File: config.mk
export PLATFORM = sky130hd
export DESIGN_NAME = regfile_writeback_ctrl
export DESIGN_NICKNAME = d
export VERILOG_FILES = /design/src/rtl/regfile_writeback_ctrl.sv
export SDC_FILE = /design/constraint.sdc
export NUM_CORES = 1
export LEC_CHECK = 0
export CAP_MARGIN = 40
export CORE_MARGIN = 10
export CORE_UTILIZATION = 33
export CTS_BUF_LIST = sky130_fd_sc_hd__clkbuf_16
export CTS_CLUSTER_SIZE = 40
export DETAILED_ROUTE_END_ITERATION = 12
export HOLD_SLACK_MARGIN = 0.12
export MAX_ROUTING_LAYER = met4
export PLACE_DENSITY = 0.62
export RECOVER_POWER = 50
export SLEW_MARGIN = 10
export SYNTH_ARGS = -nofsm -noshare
export SYNTH_HDL_FRONTEND = slang
export SYNTH_SLANG_ARGS = --single-unit
File: constraint.sdc
create_clock -name clock -period 6.5 [get_ports clock]
set_clock_uncertainty 0.2 [all_clocks]
set_input_delay 0.65 -clock clock [delete_from_list [all_inputs] [get_ports clock]]
set_output_delay 0.65 -clock clock [all_outputs]
set_load 0.05 [all_outputs]
File: src/rtl/regfile_writeback_ctrl.sv
// ---------------------------------------------------------------------------
// regfile_writeback_ctrl
//
// Write-side controller for the MIPS register file. Completed results from
// the ALU and the load unit arrive through valid/ready handshakes, are
// buffered in a small in-order FIFO, and are retired one per cycle onto the
// register file's write port (wr, control, write_back_reg).
//
// Optional feature macro: REGFILE_WB_BYPASS_EN
//   When defined, two combinational bypass queries (byp_rs, byp_rt) search
//   the buffered results newest-first so that younger instructions can pick
//   up values that have not yet reached the register file. When undefined,
//   the byp_* outputs are tied low and the search logic is absent.
//
// Ports:
//   clock          in   system clock, rising-edge active
//   rst            in   asynchronous active-low reset
//   alu_valid      in   ALU result present
//   alu_ready      out  ALU result accepted at the coming edge
//   alu_dest       in   ALU destination register
//   alu_data       in   ALU result
//   ld_valid       in   load result present
//   ld_ready       out  load result accepted at the coming edge
//   ld_dest        in   load destination register
//   ld_data        in   load data
//   wr             out  register-file write enable (registered)
//   control        out  register-file write address (registered)
//   write_back_reg out  register-file write data (registered)
//   pending        out  FIFO occupancy
//   byp_rs/byp_rt  in   bypass query addresses
//   byp_*_hit      out  bypass query hit flags
//   byp_*_data     out  bypass query data
// ---------------------------------------------------------------------------
module regfile_writeback_ctrl #(
    parameter int DATA_W = 32,
    parameter int ADDR_W = 5,
    parameter int DEPTH  = 4
) (
    input  logic                     clock,
    input  logic                     rst,
    input  logic                     alu_valid,
    output logic                     alu_ready,
    input  logic [ADDR_W-1:0]        alu_dest,
    input  logic [DATA_W-1:0]        alu_data,
    input  logic                     ld_valid,
    output logic                     ld_ready,
    input  logic [ADDR_W-1:0]        ld_dest,
    input  logic [DATA_W-1:0]        ld_data,
    output logic                     wr,
    output logic [ADDR_W-1:0]        control,
    output logic [DATA_W-1:0]        write_back_reg,
    output logic [$clog2(DEPTH):0]   pending,
    input  logic [ADDR_W-1:0]        byp_rs,
    input  logic [ADDR_W-1:0]        byp_rt,
    output logic                     byp_rs_hit,
    output logic [DATA_W-1:0]        byp_rs_data,
    output logic                     byp_rt_hit,
    output logic [DATA_W-1:0]        byp_rt_data
);

    localparam int PTR_W = $clog2(DEPTH);
    localparam int CNT_W = PTR_W + 1;

    logic [ADDR_W-1:0] fifo_dest [DEPTH];
    logic [DATA_W-1:0] fifo_data [DEPTH];
    logic [PTR_W-1:0]  rd_ptr;
    logic [PTR_W-1:0]  wr_ptr;
    logic [PTR_W-1:0]  ld_slot;
    logic [CNT_W-1:0]  free;
    logic              alu_fire;
    logic              ld_fire;
    logic              do_pop;
    logic [1:0]        enq_count;
    logic [ADDR_W-1:0] head_dest;
    logic [DATA_W-1:0] head_data;

    // Free space is taken from the registered occupancy only. A pop happening
    // at the same edge is deliberately not credited, which keeps the ready
    // paths short and independent of the pop decision.
    assign free = CNT_W'(DEPTH) - pending;

    // The load port needs two free slots unless the ALU is idle this cycle,
    // because a simultaneous ALU transfer takes the first free slot. ld_ready
    // never looks at ld_valid, so the handshake cannot form a loop.
    assign alu_ready = (free != '0);
    assign ld_ready  = (free >= CNT_W'(2)) || ((free == CNT_W'(1)) && !alu_valid);

    assign alu_fire  = alu_valid && alu_ready;
    assign ld_fire   = ld_valid && ld_ready;
    assign enq_count = {1'b0, alu_fire} + {1'b0, ld_fire};

    // The ALU result is older in program order, so when both transfer it
    // takes the tail slot and the load goes right behind it.
    assign ld_slot = wr_ptr + PTR_W'(alu_fire);

    assign do_pop    = (pending != '0);
    assign head_dest = fifo_dest[rd_ptr];
    assign head_data = fifo_data[rd_ptr];

    // FIFO storage. Entries carry no reset: occupancy alone decides which
    // slots are meaningful, so stale contents are never observed.
    always_ff @(posedge clock) begin
        if (alu_fire) begin
            fifo_dest[wr_ptr] <= alu_dest;
            fifo_data[wr_ptr] <= alu_data;
        end
        if (ld_fire) begin
            fifo_dest[ld_slot] <= ld_dest;
            fifo_data[ld_slot] <= ld_data;
        end
    end

    // Pointer and occupancy bookkeeping. Because free ignores the pop, the
    // count can never pass DEPTH and the write slots never collide with the
    // head while it is being read.
    always_ff @(posedge clock or negedge rst) begin
        if (!rst) begin
            wr_ptr  <= '0;
            rd_ptr  <= '0;
            pending <= '0;
        end else begin
            wr_ptr  <= wr_ptr + PTR_W'(enq_count);
            if (do_pop) begin
                rd_ptr <= rd_ptr + PTR_W'(1);
            end
            pending <= pending + CNT_W'(enq_count) - CNT_W'(do_pop);
        end
    end

    // Register-file write port. Every non-empty cycle retires the head; a
    // head aimed at $zero is dropped without a write and without disturbing
    // the held address/data. With nothing to retire, wr falls and the last
    // address/data are held.
    always_ff @(posedge clock or negedge rst) begin
        if (!rst) begin
            wr             <= 1'b0;
            control        <= '0;
            write_back_reg <= '0;
        end else if (do_pop && (head_dest != '0)) begin
            wr             <= 1'b1;
            control        <= head_dest;
            write_back_reg <= head_data;
        end else begin
            wr             <= 1'b0;
        end
    end

`ifdef REGFILE_WB_BYPASS_EN

    // Returns {hit, data} for one query. The output register is the oldest
    // candidate, then the FIFO from head to tail; later matches overwrite
    // earlier ones so the newest matching result wins.
    function automatic logic [DATA_W:0] byp_search(input logic [ADDR_W-1:0] q);
        logic [DATA_W:0]  r;
        logic [PTR_W-1:0] idx;
        r = '0;
        if (q != '0) begin
            if (wr && (control == q)) begin
                r = {1'b1, write_back_reg};
            end
            for (int i = 0; i < DEPTH; i++) begin
                idx = rd_ptr + PTR_W'(i);
                if ((CNT_W'(i) < pending) && (fifo_dest[idx] == q)) begin
                    r = {1'b1, fifo_data[idx]};
                end
            end
        end
        return r;
    endfunction

    // Two independent lookups, one per source operand of the consumer.
    always_comb begin
        logic [DATA_W:0] rs_res;
        logic [DATA_W:0] rt_res;
        rs_res      = byp_search(byp_rs);
        rt_res      = byp_search(byp_rt);
        byp_rs_hit  = rs_res[DATA_W];
        byp_rs_data = rs_res[DATA_W-1:0];
        byp_rt_hit  = rt_res[DATA_W];
        byp_rt_data = rt_res[DATA_W-1:0];
    end

`else

    // Bypass disabled: outputs are constant and the query inputs are only
    // gathered here so they are visibly consumed.
    logic unused_byp;
    assign unused_byp  = ^{byp_rs, byp_rt};
    assign byp_rs_hit  = 1'b0;
    assign byp_rs_data = '0;
    assign byp_rt_hit  = 1'b0;
    assign byp_rt_data = '0;

`endif

endmodule

After elaboration in Yosys (flattened, before gate mapping):

Memory sizes are Yosys's and may differ from the RTL's. A register that Yosys moved wholly into a read port is not among the register bits.
Cells that the tools add are included.

* memories kept: 2
* input port bits: 88
* flip-flop bits (word level): 13
* memory bits (writable): 148

Memory list
* fifo_data: words 4, bits a word 32, read ports 1, clocked after Yosys merged registers in 1, wr ports 2, RTL line 65 `logic [DATA_W-1:0] fifo_data [DEPTH];`
* fifo_dest: words 4, bits a word 5, read ports 1, clocked after Yosys merged registers in 0, wr ports 2, RTL line 64 `logic [ADDR_W-1:0] fifo_dest [DEPTH];`

* reductions and logical operators: 10
* add/subtract/negate cells: 7
* equality and inequality tests: 1
* $lt $le $gt $ge: 1
* multiplexer cells: 5

Operators by type and width (count)
* $reduce_bool A3 Y1: 2
* $mux W1: 5
* $reduce_bool A5 Y1: 1
* $logic_and A1 B1 Y1: 4
* $add A3 B2 Y3: 1
* $eq A3 B1 Y1 const B: 1
* $ge A3 B2 Y1 const B: 1
* $sub A3 B1 Y3: 1
* $sub A3 B3 Y3 const A: 1
* $add A1 B1 Y2: 1
* $add A2 B1 Y2: 1
* $add A2 B1 Y2 const B: 1
* $add A2 B2 Y2: 1
* $logic_not A1 Y1: 2
* $logic_or A1 B1 Y1: 1

Longest topological paths before layout:

* word-level depth: 8
* depth in mapped cells: 11
* depth with buffers taken out: 11

Worst setup path before layout:

OpenSTA, ideal clock, no wires.

* path type: register -> register
* start: register pending[0]
* end: memory fifo_data[1][0] (enable)
* period minus slack after synthesis: 4863 ps
* buffers on the path: 0
* slack: 1637 ps
* arrival: 4180 ps
* cell stages (with the launch flop): 7
* path through: dfrtp_1 inv_1 ha_1 ha_1 nor2b_1 nand2b_1 o21ai_0

RTL lines
* from (decl): RTL line 52 `output logic [$clog2(DEPTH):0] pending,`
* from (signal assigned): RTL line 126 `pending <= pending + CNT_W'(enq_count) - CNT_W'(do_pop);`
* to (decl): RTL line 65

==> metrics.cfg <==
[critical_path]
arrival_ns=4.73
path_class=reg -> reg
ff2ff_path_depth=9
worstReg2RegStart=pending[0]
slowest_delay_ns=2.03
path_max_fanout=37
path_cells=inv_1 > ha_1 > ha_1 > nor2b_1 > ha_1 > xor2_1 > nand3_2 > clkbuf_1 > mux2_2
crit_start=pending[0]
cp.required_ns=6.47
start_kind=flip-flop
slowest_stage=clkbuf_1
cp-end-kind=flip-flop
cpMostUsedCell=ha_1

[floorplanning]
die_y_um=191.0
die_width_um=191.0
core_um2=28780
die_area_um2=36480
row_count=62
io_pins=197
start_util_pct=33.53

[timing]
setup_viol=0
post-route-period-util_pct=73.18
max_freq_mhz=210.2
relSlewSlack_pct=-96.64
drv_slew=98
layout_min_cycle_time_ns=4.757
grt_setup_unrepaired=false
setup-tns-final_ns=0
setup_slack_ns=1.743
timing.final.hold_violations=0
max_slew.worst_pin.slew_ns=2.950

[cts]
cts_root_buf=clkbuf_16
cts.reportedPaths.clkPinSlew_ns=0.08
cts_max_path_buffers=2
cts_buffers=17
postCtsSetupBuffers=0
htree_levels=4
post_cts_resized=0
insertion_delay_ns=0.43
postCtsHoldBufs=0
cts_tree=done
cts_sinks=193

[placed_design]
place.gp.congestion=0.7221
port_buffers=120
pre_cts_ws_ns=2.783
dp_hpwl_um=13800

[power_and_ir_drop]
pwr-share-comb_pct=47.0
switching_power_mw=2.447
pwr-share-clk_pct=17.0
switching_share_pct=38.23
p_leak_nw=4.255
p_seq_share_pct=36.0
power_density_nw_per_um2=550.7
intPower_mw=3.955
peakVddDrop_mv=0.2432

[finish]
nets=790
largest_reg_flops=128
area_growth_pct=20.49
drive_gt1_share_pct=36.70
antenna_cells=0

[global_routing]
grt.met1_usage_pct=15.19
grt.total_usage_pct=12.64
grt_pass1_wl_um=33670
grt_max_degree=46
use_met3_pct=2.952
first_global_vias=5593
grt_overflow=0
gr-usage-met2_pct=21.03
grt-busiest-layer=met2
antenna_found_initial=0

[synth]
synth_area_leaders=edfxtp_1 46%, mux2_2 18%, dfrtp_1 12%
synth_top_cell_by_area=edfxtp_1
synth_ff_type=edfxtp_1
syn_area_um2=9649
synth_edf_count=148
synthCells=569
synthTopCellsByCount=154 x mux2_2, 148 x edfxtp_1, 66 x buf_4
synth_warnings=0
synth_top_area_share_pct=46.06
async_reset_ff_share_pct=23.32
ys_seq_elements=193
ys_seq_area_share_pct=57.73
yosysMostFrequentCell=mux2_2
avgSynthCellArea_um2=16.96
netlist-cell-type-count=32

[drt]
viasPerCell=4.574
drtAntennaViolNets=0
route.detailed.drc=0
drt-initial-drc-count=360
first_pass_iters=4
wl_per_cell_um=20.45
routed-via-count=4972
totalWireLength_um=22230

[hold_path]
min_from=write_back_reg[5]
hold_depth=1
hold_path.class=reg -> reg

[status]
outcome=finished, violations left
violations=max-capacitance violations, max-slew violations

[run]
maxCapViolCount=3

critical path: cells and delay by family, from the launching register on:
| family | cells | cell delay, ns |
|---|---|---|
| AND/OR/NAND/NOR | 2 | 0.47 |
| XOR/XNOR | 1 | 0.11 |
| adder cells (fa/ha/maj) | 3 | 0.70 |
| multiplexers | 1 | 0.48 |
| flip-flops | 1 | 0.41 |
| buffers and inverters | 2 | 2.11 |
routing by layer:
| metal | up-vias | part of all wire [%] | routed length (um) |
|---|---|---|---|
| li1 | 2292 | - | - |
| met1 | 2499 | 43 | 9475 |
| met2 | 161 | 50 | 11130 |
| met3 | 20 | 6.1 | 1360 |
| met4 | 0 | 1.2 | 266 |
| met5 | - | 0 | 0 |
through the flow:
step                      instance area (um^2)  std cells  hold slack, ns  utilization (%)  total power [mW]
after floorplan                           9893        634          0.1544                -             4.606
after global placement                   11040       1054          0.2917            38.36             5.462
after detailed placement                 11060       1055          0.2957            38.43             5.509
after CTS                                11680       1087          0.1668            40.57             6.616
after global routing                     11630       1087          0.3109            40.40             6.780
final                                    11630       1087          0.3021            40.40             6.402
area by class of cell:
type	count	area, um^2
sequential	193	5572
tap	384	480.5
fill	2678	17150
clock buffer	17	425.4
inverter	15	56.30
timing repair buffer	132	1291
clock inverter	15	192.7
multi-input combinational	331	3608
placed cells by master (no fill, tap or decap), drive strengths merged:
master,instances
fa,1
xnor2,7
nand3,4
bufinv,1
conb,66
mux4,37
buf,11
a22o,2
dfrtp,45
mux2,180
clkdlybuf4s50,76
nor2,1
o31a,1
edfxtp,148
inv,21
a31o,1
nor3b,2
o21bai,1
dlygate4sd3,43
a31oi,1
nand2b,2
nand2,5
ha,11
clkinvlp,2
nor2b,1
o21ai,6
clkinv,6
xor2,1
clkbuf,19
or3,1
path summary, 6_finish.rpt:
check,endpoint,slack (ns)
max,fifo_data[3][9],1.74
min,write_back_reg[5],0.30
max reg2reg,fifo_data[3][9],1.74
min reg2reg,write_back_reg[5],0.30
max in group asynchronous,rd_ptr[1],3.13
min in group asynchronous,write_back_reg[18],1.07
logic make-up (layout without fill, tap and decap cells):
family                   Yosys count  count (layout)  share of synthesized area, %
multiplexers                     217             217                         30.73
flip-flops                       193             193                         57.73
buffers and inverters            110             179                         7.469
AND/OR/NAND/NOR                   16              16                        0.8558
adder cells (fa/ha/maj)           12              12                         1.634
AO/OA/AOI/OAI                     12              12                        0.8171
XOR/XNOR                           8               8                        0.7262
other                              1              66                       0.03886
power by group through the flow:
stage	registers, mW	logic [mW]	clock network, mW
final	2.30	3.01	1.09
after global routing	2.37	3.23	1.17
after CTS	2.33	3.17	1.12
after detailed placement	2.35	3.16	0
after global placement	2.38	3.08	0
after floorplan	2.72	1.89	0
Note: power is estimated with default switching activity, not from simulation.
